==> config.mk <==
export PLATFORM = sky130hd
export DESIGN_NAME = mips_mem_arbiter_flat
export DESIGN_NICKNAME = d
export VERILOG_FILES = /design/src/rtl/mips_mem_arbiter_pkg.sv /design/src/rtl/mips_mem_arbiter_if.sv /design/src/rtl/mem_lat_counter.sv /design/src/rtl/mips_mem_arbiter.sv /design/src/flat_wrapper.sv
export SDC_FILE = /design/constraint.sdc
export NUM_CORES = 1
export LEC_CHECK = 0
export ABC_CLOCK_PERIOD_IN_PS = 4500
export CORE_MARGIN = 2
export CORE_UTILIZATION = 30
export DETAILED_ROUTE_END_ITERATION = 12
export SLEW_MARGIN = 20
export SYNTH_ARGS = -nofsm -noshare
export SYNTH_HDL_FRONTEND = slang
export SYNTH_SLANG_ARGS = --single-unit
==> constraint.sdc <==
create_clock -name clock -period 4.5 [get_ports clock]
set_input_delay 1.125 -clock clock [delete_from_list [all_inputs] [get_ports clock]]
set_output_delay 1.125 -clock clock [all_outputs]
set_load 0.05 [all_outputs]
==> src/rtl/mips_mem_arbiter_pkg.sv <==
// Shared types and defaults for the unified-memory arbiter.
// Holds the FSM state encoding and default timing parameters.
package mips_mem_arbiter_pkg;

  typedef enum logic [1:0] {
    ST_IDLE    = 2'd0,
    ST_BUSY_IF = 2'd1,
    ST_BUSY_DM = 2'd2
  } arb_state_e;

  localparam int DEF_MEM_LAT       = 2;
  localparam int DEF_MAX_DM_STREAK = 4;

endpackage

==> src/rtl/mips_mem_arbiter_if.sv <==
// Fetch, data and memory-side bus of the memory arbiter.
// slave = arbiter view, master = core/memory view.
interface mips_mem_arbiter_if #(
  parameter int ADDR_W = 32,
  parameter int DATA_W = 32
);
  logic              if_req;
  logic [ADDR_W-1:0] if_addr;
  logic [ADDR_W-1:0] if_rdata;
  logic              if_valid;
  logic              dm_req;
  logic              dm_we;
  logic [ADDR_W-1:0] dm_addr;
  logic [DATA_W-1:0] dm_wdata;
  logic [DATA_W-1:0] dm_rdata;
  logic              dm_valid;
  logic              mem_en;
  logic              mem_we;
  logic [ADDR_W-1:0] mem_addr;
  logic [DATA_W-1:0] mem_wdata;
  logic [DATA_W-1:0] mem_rdata;
  logic              stall_if;
  logic              stall_dm;

  modport slave (
    input  if_req, if_addr,
    input  dm_req, dm_we, dm_addr, dm_wdata,
    input  mem_rdata,
    output if_rdata, if_valid,
    output dm_rdata, dm_valid,
    output mem_en, mem_we, mem_addr, mem_wdata,
    output stall_if, stall_dm
  );

  modport master (
    output if_req, if_addr,
    output dm_req, dm_we, dm_addr, dm_wdata,
    output mem_rdata,
    input  if_rdata, if_valid,
    input  dm_rdata, dm_valid,
    input  mem_en, mem_we, mem_addr, mem_wdata,
    input  stall_if, stall_dm
  );
endinterface

==> src/rtl/mem_lat_counter.sv <==
// Memory latency down-counter: loads MEM_LAT-1 on issue,
// decrements to zero, flags zero on the completion cycle.
module mem_lat_counter #(
  parameter int MEM_LAT = 2
) (
  input  logic clock,
  input  logic reset_n,
  input  logic load,
  output logic zero
);
  localparam int CW = $clog2(MEM_LAT + 1);

  logic [CW-1:0] cnt;

  always_ff @(posedge clock or negedge reset_n) begin
    if (!reset_n) begin
      cnt <= '0;
    end else if (load) begin
      cnt <= CW'(MEM_LAT - 1);
    end else if (cnt != '0) begin
      cnt <= cnt - CW'(1);
    end
  end

  assign zero = (cnt == '0);

endmodule

==> src/rtl/mips_mem_arbiter.sv <==
// Single-port memory arbiter between fetch and load/store paths.
// One access in flight; data wins ties unless fetch has starved.
module mips_mem_arbiter
  import mips_mem_arbiter_pkg::*;
#(
  parameter int MEM_LAT       = DEF_MEM_LAT,
  parameter int MAX_DM_STREAK = DEF_MAX_DM_STREAK
) (
  input  logic              clock,
  input  logic              reset_n,
  mips_mem_arbiter_if.slave bus
);
  localparam int SW = $clog2(MAX_DM_STREAK + 1);
  localparam logic [SW-1:0] SMAX = SW'(MAX_DM_STREAK);

  arb_state_e    st, st_nxt;
  logic [SW-1:0] streak;
  logic          op_we;
  logic          cnt_zero;
  logic          grant_if;
  logic          grant_dm;
  logic          grant;
  logic          done_if;
  logic          done_dm;
  logic          starved;

  assign grant   = grant_if | grant_dm;
  assign starved = bus.if_req && (streak == SMAX);
  assign done_if = (st == ST_BUSY_IF) && cnt_zero;
  assign done_dm = (st == ST_BUSY_DM) && cnt_zero;

  mem_lat_counter #(
    .MEM_LAT (MEM_LAT)
  ) u_lat (
    .clock   (clock),
    .reset_n (reset_n),
    .load    (grant),
    .zero    (cnt_zero)
  );

  always_comb begin
    st_nxt   = st;
    grant_if = 1'b0;
    grant_dm = 1'b0;
    unique case (st)
      ST_IDLE: begin
        if (bus.dm_req && !starved) begin
          grant_dm = 1'b1;
          st_nxt   = ST_BUSY_DM;
        end else if (bus.if_req) begin
          grant_if = 1'b1;
          st_nxt   = ST_BUSY_IF;
        end
      end
      ST_BUSY_IF,
      ST_BUSY_DM: begin
        if (cnt_zero) st_nxt = ST_IDLE;
      end
      default: st_nxt = ST_IDLE;
    endcase
  end

  always_ff @(posedge clock or negedge reset_n) begin
    if (!reset_n) begin
      st            <= ST_IDLE;
      streak        <= '0;
      op_we         <= 1'b0;
      bus.mem_en    <= 1'b0;
      bus.mem_we    <= 1'b0;
      bus.mem_addr  <= '0;
      bus.mem_wdata <= '0;
      bus.if_rdata  <= '0;
      bus.if_valid  <= 1'b0;
      bus.dm_rdata  <= '0;
      bus.dm_valid  <= 1'b0;
    end else begin
      st           <= st_nxt;
      bus.mem_en   <= grant;
      bus.mem_we   <= grant_dm & bus.dm_we;
      bus.if_valid <= done_if;
      bus.dm_valid <= done_dm;
      if (grant) begin
        op_we         <= grant_dm & bus.dm_we;
        bus.mem_addr  <= grant_dm ? bus.dm_addr : bus.if_addr;
        bus.mem_wdata <= grant_dm ? bus.dm_wdata : '0;
      end
      if (done_if) bus.if_rdata <= bus.mem_rdata;
      if (done_dm && !op_we) bus.dm_rdata <= bus.mem_rdata;
      // streak only counts data grants that made fetch wait
      if (grant_if) begin
        streak <= '0;
      end else if (grant_dm) begin
        if (!bus.if_req)        streak <= '0;
        else if (streak != SMAX) streak <= streak + SW'(1);
      end
    end
  end

  assign bus.stall_if = bus.if_req & ~bus.if_valid;
  assign bus.stall_dm = bus.dm_req & ~bus.dm_valid;

endmodule

==> src/flat_wrapper.sv <==
// flat-port wrapper written by rule: the top's interface ports become plain ports
module mips_mem_arbiter_flat import mips_mem_arbiter_pkg::*;
#(
  parameter int MEM_LAT       = DEF_MEM_LAT,
  parameter int MAX_DM_STREAK = DEF_MAX_DM_STREAK
)
  (clock, reset_n, bus_if_req, bus_if_addr, bus_dm_req, bus_dm_we, bus_dm_addr, bus_dm_wdata, bus_mem_rdata, bus_if_rdata, bus_if_valid, bus_dm_rdata, bus_dm_valid, bus_mem_en, bus_mem_we, bus_mem_addr, bus_mem_wdata, bus_stall_if, bus_stall_dm);
  mips_mem_arbiter_if #(.ADDR_W(32), .DATA_W(32)) bus_i ();
  input  logic clock;
  input  logic reset_n;
  input wire logic [$bits(bus_i.if_req)-1:0] bus_if_req;
  input wire logic [$bits(bus_i.if_addr)-1:0] bus_if_addr;
  input wire logic [$bits(bus_i.dm_req)-1:0] bus_dm_req;
  input wire logic [$bits(bus_i.dm_we)-1:0] bus_dm_we;
  input wire logic [$bits(bus_i.dm_addr)-1:0] bus_dm_addr;
  input wire logic [$bits(bus_i.dm_wdata)-1:0] bus_dm_wdata;
  input wire logic [$bits(bus_i.mem_rdata)-1:0] bus_mem_rdata;
  output wire logic [$bits(bus_i.if_rdata)-1:0] bus_if_rdata;
  output wire logic [$bits(bus_i.if_valid)-1:0] bus_if_valid;
  output wire logic [$bits(bus_i.dm_rdata)-1:0] bus_dm_rdata;
  output wire logic [$bits(bus_i.dm_valid)-1:0] bus_dm_valid;
  output wire logic [$bits(bus_i.mem_en)-1:0] bus_mem_en;
  output wire logic [$bits(bus_i.mem_we)-1:0] bus_mem_we;
  output wire logic [$bits(bus_i.mem_addr)-1:0] bus_mem_addr;
  output wire logic [$bits(bus_i.mem_wdata)-1:0] bus_mem_wdata;
  output wire logic [$bits(bus_i.stall_if)-1:0] bus_stall_if;
  output wire logic [$bits(bus_i.stall_dm)-1:0] bus_stall_dm;
  assign bus_i.if_req = bus_if_req;
  assign bus_i.if_addr = bus_if_addr;
  assign bus_i.dm_req = bus_dm_req;
  assign bus_i.dm_we = bus_dm_we;
  assign bus_i.dm_addr = bus_dm_addr;
  assign bus_i.dm_wdata = bus_dm_wdata;
  assign bus_i.mem_rdata = bus_mem_rdata;
  assign bus_if_rdata = bus_i.if_rdata;
  assign bus_if_valid = bus_i.if_valid;
  assign bus_dm_rdata = bus_i.dm_rdata;
  assign bus_dm_valid = bus_i.dm_valid;
  assign bus_mem_en = bus_i.mem_en;
  assign bus_mem_we = bus_i.mem_we;
  assign bus_mem_addr = bus_i.mem_addr;
  assign bus_mem_wdata = bus_i.mem_wdata;
  assign bus_stall_if = bus_i.stall_if;
  assign bus_stall_dm = bus_i.stall_dm;
  mips_mem_arbiter #(.MEM_LAT(MEM_LAT), .MAX_DM_STREAK(MAX_DM_STREAK)) u_core (.clock(clock), .reset_n(reset_n), .bus(bus_i));
endmodule
==> metrics.txt <==
Yosys cell types=30; CTS tree=done; Buf+Inv Stages, Crit Path=3; Routed Antenna Nets=0; HPWL Detailed=about 12000 um; FF+latch area=approximately 3500 sq um; post-CTS resize count=0; Crit. End Element=primary output; Ports=267; fin crit period=3.75 ns; cell-internal power=0.00462 W; Clock power frac=17.1%; WP data required=approximately 3.4 ns; outcome=finished clean; hold_buf cts=0; leakage=about 4.0 nW; GP Congestion=approximately 0.76; initial core utilization=30.3%; CTS root buf=clkbuf_16; final instance area=9380 sq um; first-pass GRT wire length=26700 um; largest net degree at the start of global routing=around 120; Syn Inst Count=449; Wirelength per Cell=17.5 um; die area=between 20000 and 25000 sq um; Core Region=about 19000 sq um; CP max stage delay=0.83 ns; number of synthesized flops with an enable pin=0; Synth async-reset ratio=100%; critical path class=in2out; Most common cell on crit path=clkdlybuf4s50_1; initial antenna violation count=0; most common cell in the netlist=dfrtp_1; Final nets=846; DRT iter0 DRCs=169; Tightest Hold Check Type=reg2reg; synthesized area=~5800 sq um; cts bufs inserted=17; Slew headroom=43.1%; CP Launch Type=input pin; Post-Syn Area per Cell=around 13 sq um; pwr dens=919 nW/um^2; Hold Vio Cnt, Final=0; drt total wl=17200 um; peak fanout along the critical path=3; switching portion of total power=46.4%; Yosys reg bits=140; Final Skew=0.00843 ns; area grow syn2layout=60.6%; maximum clock insertion buffer count=2; Yosys top cell area share=60.0%; VDD IR max=0.000436 V; Multi-input gate area=2100 sq um; clock-pin slew on the worst setup and hold paths=0.05 ns; Commonest cells post-synth=dfrtp_1, nor2_1, a21oi_1; GRT Total Usage=16.7%; most area-hungry cell type in the Yosys netlist=dfrtp_1; post-synthesis sequential area ratio=60.0%; crit path max-delay cell type=clkdlybuf4s50_1; Warnings, synthesis=0; # setup viols final=0; top cells by area, synth=dfrtp_1, mux2_4, mux2_2; combinational share of power=a little under three fifths; drt pass-1 iters=4; post-CTS setup buffers=0; IO buf count=around 270; Final Cycle Share=83.4%; Seq pwr share=25.9%; vias in the first global route=5040; DIE HEIGHT=144 um; Slew Limit Fails=0; clock sinks=140; DRC viols=0; RSZ-0062 raised after global routing=false; Switching Power=0.00400 W; Placement Cell Area=roughly 8700 sq um; Die Wd=144 um; layout cells sized above 1=approximately 16%; total number of vias=4704; Vias per Instance=4.78; setup_tns=0 ns; syn_nets=588; number of max-cap violations=0; CP cell instances=clkdlybuf4s50_1 -> inv_1 -> nor2_1 -> clkdlybuf4s50_1; H-tree levels=4; FILL cells=between 1500 and 2000; clk_lat worst skew=0.41 ns; kind of cell adding the most delay to the critical path=buffers and inverters; crit path DAT=2.63 ns; Worst-Margin Slew=0.852 ns; grt ovf=0; Max Clk Rate=267 MHz; Hold Worst Slack=0.501 ns; ys flop type=dfrtp_1; site row count=51
## final cells by class
type	instances	area share, %
Sequential cell	140	37.3
Antenna cell	1	0.0267
Multi-Input combinational cell	259	22.4
Tap cell	265	3.53
Clock inverter	11	1.79
Timing Repair Buffer	277	29.6
Inverter	12	0.480
Clock buffer	19	4.83
## flip-flops by register name, summed over array words and instances, names as in the netlist
name	flops
u_core.op_we	1
u_core.bus.dm_valid	1
u_core.bus.mem_wdata	32
u_core.bus.mem_we	1
u_core.streak	3
u_core.bus.dm_rdata	32
u_core.u_lat.cnt	2
u_core.bus.mem_en	1
u_core.st	2
u_core.bus.if_rdata	32
u_core.bus.mem_addr	32
u_core.bus.if_valid	1
## metrics by stage
| step | total power [W] | instances | setup WS [ns] | utilization, % |
|---|---|---|---|---|
| final | 0.00862 | 984 | 0.749 | 48.7 |
| after global routing | 0.00904 | 983 | 0.695 | 48.7 |
| after CTS | 0.00870 | 982 | 0.722 | 48.5 |
| after detailed placement | 0.00718 | 952 | 0.722 | 45.3 |
| after global placement | 0.00709 | 952 | 0.701 | 45.3 |
| after floorplan | 0.00548 | 449 | 1.36 | - |
## routing by layer
metal,wire length (um),part of all wire (%),global-route usage (%)
met1,6990,41,19.8
met2,8860,52,29.2
met3,1120,6.5,4.93
met4,209,1.2,5.06
met5,0,0,0
## final timing paths
check | endpoint | cells after the start | slack [ns] | start
max reg2reg | u_core.streak[1] | 6 | 2.26 | u_core.st[1]
min in group asynchronous | u_core.bus.if_rdata[19] | 1 | 0.62 | reset_n
max | bus_stall_if | 4 | 0.75 | bus_if_req
min | u_core.op_we | 1 | 0.50 | u_core.op_we
min reg2reg | u_core.op_we | 1 | 0.50 | u_core.op_we
max in group asynchronous | u_core.bus.mem_addr[26] | 3 | 2.80 | reset_n
## power by group through the flow
stage / clock, W / sequential, W / combinational (W)
6_report: 0.00148 / 0.00223 / 0.00491
5_1_grt: 0.00158 / 0.00231 / 0.00514
4_1_cts: 0.00151 / 0.00224 / 0.00495
3_5_place_dp: 0 / 0.00225 / 0.00494
3_3_place_gp: 0 / 0.00222 / 0.00487
2_1_floorplan: 0 / 0.00428 / 0.00120
## cell families after synthesis
group | Yosys count | share of synthesized area (%)
buf+inv | 50 | 4.24
compound gates | 140 | 16.6
fa+ha+maj | 6 | 1.29
flops | 140 | 60.0
mux | 64 | 14.3
xor+xnor | 1 | 0.150
simple gates | 48 | 3.51
## placed cells by master, fill, tap and decap left out, drive strengths merged, types with 13 or more instances in the layout
cell type,netlist,final
clkdlybuf4s50,0,264
dfrtp,140,140
mux2,64,64
nor2,38,38
a21oi,35,35
o21ai,34,34
a22o,33,33
a41oi,32,32
clkbuf,16,20
inv,12,13
(Power assumes the default switching activity.)
